===== src/rtl/rs232_tx_fifo.sv =====
// rs232_tx_fifo: 4-entry byte FIFO feeding an 8N1 RS232 transmitter.
//
// Ports:
//   CLK           system clock, all logic on the rising edge
//   RST           synchronous active-high reset
//   SendData      byte to enqueue, qualified by SendDataReady
//   SendDataReady one-cycle write strobe
//   TXD           registered serial output, idle high
//   TX_BUSY       high while bytes are queued or a frame is on the line
//   FIFO_FULL     high when four bytes are stored
//   FIFO_COUNT    number of stored bytes, 0..4
//   OVERFLOW      sticky, set when a write is dropped on a full FIFO
module rs232_tx_fifo #(
  parameter int CLKS_PER_BIT = 434
) (
  input  logic       CLK,
  input  logic       RST,
  input  logic [7:0] SendData,
  input  logic       SendDataReady,
  output logic       TXD,
  output logic       TX_BUSY,
  output logic       FIFO_FULL,
  output logic [2:0] FIFO_COUNT,
  output logic       OVERFLOW
);

  typedef enum logic [1:0] {
    IDLE,
    START,
    DATA,
    STOP
  } txState_t;

  localparam logic [15:0] BAUD_LAST = 16'(CLKS_PER_BIT - 1);

  logic [7:0]  mem [4];
  logic [1:0]  wrPtr;
  logic [1:0]  rdPtr;
  logic [2:0]  count;
  txState_t    state;
  txState_t    stateNext;
  logic [15:0] baudCnt;
  logic [2:0]  bitCnt;
  logic [2:0]  nextBit;
  logic [7:0]  shiftReg;
  logic        txdReg;
  logic        txdNext;
  logic        overflowReg;
  logic        pop;
  logic        push;
  logic        baudDone;

  assign baudDone = (baudCnt == BAUD_LAST);
  assign nextBit  = bitCnt + 3'd1;
  // A full FIFO still accepts a write when the transmitter pops in the same cycle.
  assign push     = SendDataReady && ((count != 3'd4) || pop);

  always_comb begin
    stateNext = state;
    txdNext   = txdReg;
    pop       = 1'b0;
    case (state)
      IDLE: begin
        txdNext = 1'b1;
        if (count != '0) begin
          pop       = 1'b1;
          txdNext   = 1'b0;
          stateNext = START;
        end
      end
      START: begin
        if (baudDone) begin
          stateNext = DATA;
          txdNext   = shiftReg[0];
        end
      end
      DATA: begin
        if (baudDone) begin
          if (bitCnt == 3'd7) begin
            stateNext = STOP;
            txdNext   = 1'b1;
          end else begin
            txdNext = shiftReg[nextBit];
          end
        end
      end
      STOP: begin
        if (baudDone) begin
          stateNext = IDLE;
        end
      end
      default: begin
        stateNext = IDLE;
        txdNext   = 1'b1;
      end
    endcase
  end

  always_ff @(posedge CLK) begin
    if (RST) begin
      state <= IDLE;
    end else begin
      state <= stateNext;
    end
  end

  // Storage is intentionally not reset.
  always_ff @(posedge CLK) begin
    if (!RST && push) begin
      mem[wrPtr] <= SendData;
    end
  end

  always_ff @(posedge CLK) begin
    if (RST) begin
      txdReg      <= 1'b1;
      wrPtr       <= '0;
      rdPtr       <= '0;
      count       <= '0;
      baudCnt     <= '0;
      bitCnt      <= '0;
      overflowReg <= 1'b0;
    end else begin
      txdReg <= txdNext;

      if (push) begin
        wrPtr <= wrPtr + 2'd1;
      end

      if (pop) begin
        shiftReg <= mem[rdPtr];
        rdPtr    <= rdPtr + 2'd1;
        bitCnt   <= '0;
      end else if ((state == DATA) && baudDone) begin
        bitCnt <= nextBit;
      end

      case ({push, pop})
        2'b10:   count <= count + 3'd1;
        2'b01:   count <= count - 3'd1;
        default: count <= count;
      endcase

      if (SendDataReady && !push) begin
        overflowReg <= 1'b1;
      end

      // Restart the bit timer on every state change and at each bit boundary.
      if ((state == IDLE) || (stateNext != state) || baudDone) begin
        baudCnt <= '0;
      end else begin
        baudCnt <= baudCnt + 16'd1;
      end
    end
  end

  assign TXD        = txdReg;
  assign TX_BUSY    = (state != IDLE) || (count != '0);
  assign FIFO_FULL  = (count == 3'd4);
  assign FIFO_COUNT = count;
  assign OVERFLOW   = overflowReg;

endmodule


===== config.mk =====
export PLATFORM = sky130hd
export DESIGN_NAME = rs232_tx_fifo
export DESIGN_NICKNAME = d
export VERILOG_FILES = /design/src/rtl/rs232_tx_fifo.sv
export SDC_FILE = /design/constraint.sdc
export NUM_CORES = 1
export LEC_CHECK = 0
export BUFFER_PORTS_ARGS = -buffer_cell sky130_fd_sc_hd__buf_2
export CAP_MARGIN = 25
export CORE_MARGIN = 2
export CORE_UTILIZATION = 25
export CTS_BUF_LIST = sky130_fd_sc_hd__clkbuf_2 sky130_fd_sc_hd__clkbuf_4 sky130_fd_sc_hd__clkbuf_8
export CTS_CLUSTER_SIZE = 25
export DETAILED_ROUTE_END_ITERATION = 8
export GPL_TIMING_DRIVEN = 0
export MAX_ROUTING_LAYER = met4
export PLACE_DENSITY = 0.43
export SETUP_SLACK_MARGIN = 0.05
export SYNTH_ARGS = -nofsm -noshare
export SYNTH_HDL_FRONTEND = slang
export SYNTH_SLANG_ARGS = --single-unit

===== constraint.sdc =====
create_clock -name CLK -period 3.1 [get_ports CLK]
set_input_delay 0.31 -clock CLK [delete_from_list [all_inputs] [get_ports CLK]]
set_output_delay 0.31 -clock CLK [all_outputs]
set_load 0.05 [all_outputs]

==> metrics.md <==
| Metric | Value |
|---|---|
| Hold_sp | SendData[3] |
| CP Buf/Inv Count | 2 |
| Async S/R FF share, synth | 0% |
| Switch share | 32.8% |
| Fmax | 415 MHz |
| Initial Util | 25.7% |
| Width of the die | 115 µm |
| Clk slew on worst S/H paths | 80 ps |
| Register bit total from synthesis | 70 |
| CTS Hold Bufs | 0 |
| Initial antenna violation count | 0 |
| Pins Over Slew Limit | 0 |
| Core area | 12,100 µm² |
| Worst skew pair latency | 340 ps |
| CP Capture Type | flop |
| Clock power frac | 25.8% |
| Critical-path cell list | inv_1 -> ha_1 -> bufbuf_16 -> o31a_1 -> or2b_1 -> fa_1 -> o31ai_1 -> xnor2_1 -> nor2_1 |
| Number of flops mapped to enable cells by yosys | 40 |
| HPWL Detailed | 3730 µm |
| Number of global-route vias before repair | 1,735 |
| Skew final | 8.88 ps |
| GPL Wtd Cong | 0.746 |
| # nets final | 280 |
| Number of DRC markers in iteration 0 | 60 |
| Wirelength per Cell | 12.8 µm |
| Final Critical Period | 2410 ps |
| Startpoint Class | flop |
| CP arrival | 2630 ps |
| Final hold vios | 0 |
| Psw | 819 µW |
| Vias per cell | 4.11 |
| Final setup violation count | 0 |
| Post-CTS sizing | 0 |
| Worst Max-Slew Pin Slew | 705 ps |
| Setup bufs post-CTS | 0 |
| Clk sink count | 70 |
| Root buffer cell | clkbuf_8 |
| Die area | 13,300 µm² |
| Total power | 2.49 mW |
| Syn. warnings | 0 |
| Max clock buf depth | 2 |
| HP Class | primary input to flop |
| Ports | 18 |
| Slowest CP cell | fa_1 |
| # port buffers | 16 |
| Comb power frac | 28.2% |
| Tcrit/Tclk final | 77.8% |
| Largest net degree at the start of global routing | 14 |
| Die Ht | 115 µm |
| Max incr delay on CP | 400 ps |
| Peak supply drop | 273 µV |
| Share of layout cells above drive strength 1 | 21.5% |
| Critical path origin | state[1] |
| RSZ-0062 raised after global routing | no |
| Num rows | 40 |
| Final WL | 5490 µm |
| Synthesized cell area | 3100 µm² |
| DR DRC count | 0 |
| Sequential area share after synthesis | 58.2% |
| PD cells | 700 nW/µm² |
| WP data required | 3320 ps |
| Rel. slew slack | 52.8% |
| Area Overhead vs Synth | 14.9% |
| Top Family by Delay on Critical Path | adder cells |
| Syn nets | 253 |
| TritonCTS clock tree | done |
| Mapped Avg Cell Area | 13.5 µm² |
| FF-to-FF Start | state[1] |
| Synth unique cells | 46 |
| P_int | 1.67 mW |
| CTS H-tree lvls | 3 |
| Static Leak | 1.23 nW |
| Main synth FF type | edfxtp_1 |
| Gr ovfl total | 0 |
| Mapped Cells | 229 |
| Max-cap viol count | 0 |
| Flop pwr share | 46.0% |
| Status | finished, final reports clean |
| Total number of vias | 1,762 |
| Antenna Cells | 0 |
| Drt first pass iters | 4 |
| Crit-path max FO | 8 |
| Gr usage total | 9.46% |
| First-pass GRT wire length | 9130 µm |
| Antenna Violating Nets Remaining | 0 |
| Critical path class | flop to flop |
| TritonCTS Buffers | 9 |
| Sum of negative setup slack | 0 ps |
[routing by layer]
layer / GRT usage (%) / vias up / part of all wire, %
met5: - / - / 0
met4: 4.58 / 0 / 1.8
met3: 2.27 / 9 / 2.3
met2: 14.0 / 16 / 47
met1: 12.1 / 843 / 49
li1: - / 894 / -
[final timing paths]
path                                      end  slack (ps)  cells past startpoint
worst max register to register  FIFO_COUNT[2]         690                      9
worst min register to register       OVERFLOW         480                      2
worst min-delay path                mem[1][3]         190                      1
worst max-delay path            FIFO_COUNT[2]         690                      9
[worst reg2reg max path, delay by kind of cell, from the launching register on]
kind | cells | cell delay [ps]
and+or+nand+nor | 2 | 320
xor gates and xnor gates | 1 | 150
AOI/OAI and AO/OA | 2 | 500
buffers and inverters | 2 | 400
adders and majority gates | 2 | 570
DFF | 1 | 350
[flip-flops by register name (all words and copies together) (netlist names)]
name        cells
mem            32
baudCnt        16
shiftReg        8
FIFO_COUNT      3
bitCnt          3
rdPtr           2
state           2
wrPtr           2
OVERFLOW        1
TXD             1
[logic make-up after synthesis]
| logic type | after synthesis | share of synthesized area, % |
|---|---|---|
| flip-flops | 70 | 58.2 |
| XOR/XNOR | 20 | 5.65 |
| adder cells (fa/ha/maj) | 13 | 5.49 |
| multiplexers | 14 | 8.56 |
| AO/OA/AOI/OAI | 19 | 5.13 |
| AND/OR/NAND/NOR | 76 | 12.5 |
| buffers and inverters | 17 | 4.48 |
[layout make-up]
| type | instances | area [µm²] |
|---|---|---|
| Fill cell | 1246 | 8500 |
| Sequential cell | 70 | 1800 |
| Multi-Input combinational cell | 142 | 1160 |
| Tap cell | 168 | 210 |
| Clock buffer | 9 | 124 |
| Buffer | 9 | 109 |
| Timing Repair Buffer | 16 | 80.1 |
| Clock inverter | 7 | 48.8 |
| Inverter | 8 | 30.0 |
[per-stage QoR]
stage               util [%]  hold slack (ps)  cell area [µm²]  cells  setup slack [ps]
global route            29.5              163             3560    429               561
finish                  29.5              186             3560    429               689
floorplan                  -              409             3100    229               114
global placement        28.1              448             3390    413               726
detailed placement      28.1              468             3390    413               719
CTS                     29.5              169             3560    429               695
[synthesized netlist by cell type (2+ instances only)]
cell type / count / area share, %
nand2_1: 12 / 1.5
o31ai_1: 3 / 0.73
dfxtp_1: 30 / 19
nand3_1: 4 / 0.65
nor3_1: 7 / 1.1
mux4_2: 10 / 7.3
nor4_1: 2 / 0.40
ha_1: 12 / 4.8
xor2_1: 11 / 3.1
nand4_1: 5 / 1.0
and2_1: 4 / 0.81
a211oi_1: 2 / 0.48
xnor2_1: 9 / 2.5
nor3b_1: 2 / 0.48
edfxtp_1: 40 / 39
clkbuf_8: 3 / 1.3
mux2i_1: 4 / 1.3
inv_1: 8 / 0.97
a21oi_1: 2 / 0.32
nor2_1: 32 / 3.9
buf_6: 2 / 0.73
[placed cells by master, fill, tap and decap left out, types with 2 or more instances in the layout]
master and instances:
buf_2 17, nand2_1 12, edfxtp_1 40, nor3b_1 2, clkbuf_8 12, a211oi_1 2, nor4_1 2, nand3_1 4
nor3_1 7, o31ai_1 3, a21oi_1 2, clkinv_4 2, nor2_1 32, buf_6 2, dfxtp_1 30, mux2i_1 4
ha_1 12, nand4_1 5, and2_1 4, clkinv_2 2, xor2_1 11, mux4_2 10, xnor2_1 9, inv_1 8
[power groups by stage]
stage / combinational (mW) / clock, mW / sequential [mW]
6_report: 0.703 / 0.644 / 1.15
3_5_place_dp: 0.713 / 0 / 1.17
5_1_grt: 0.775 / 0.713 / 1.16
3_3_place_gp: 0.710 / 0 / 1.17
4_1_cts: 0.715 / 0.668 / 1.15
2_1_floorplan: 0.502 / 0 / 1.22
Note: power is estimated with default switching activity, not from simulation.
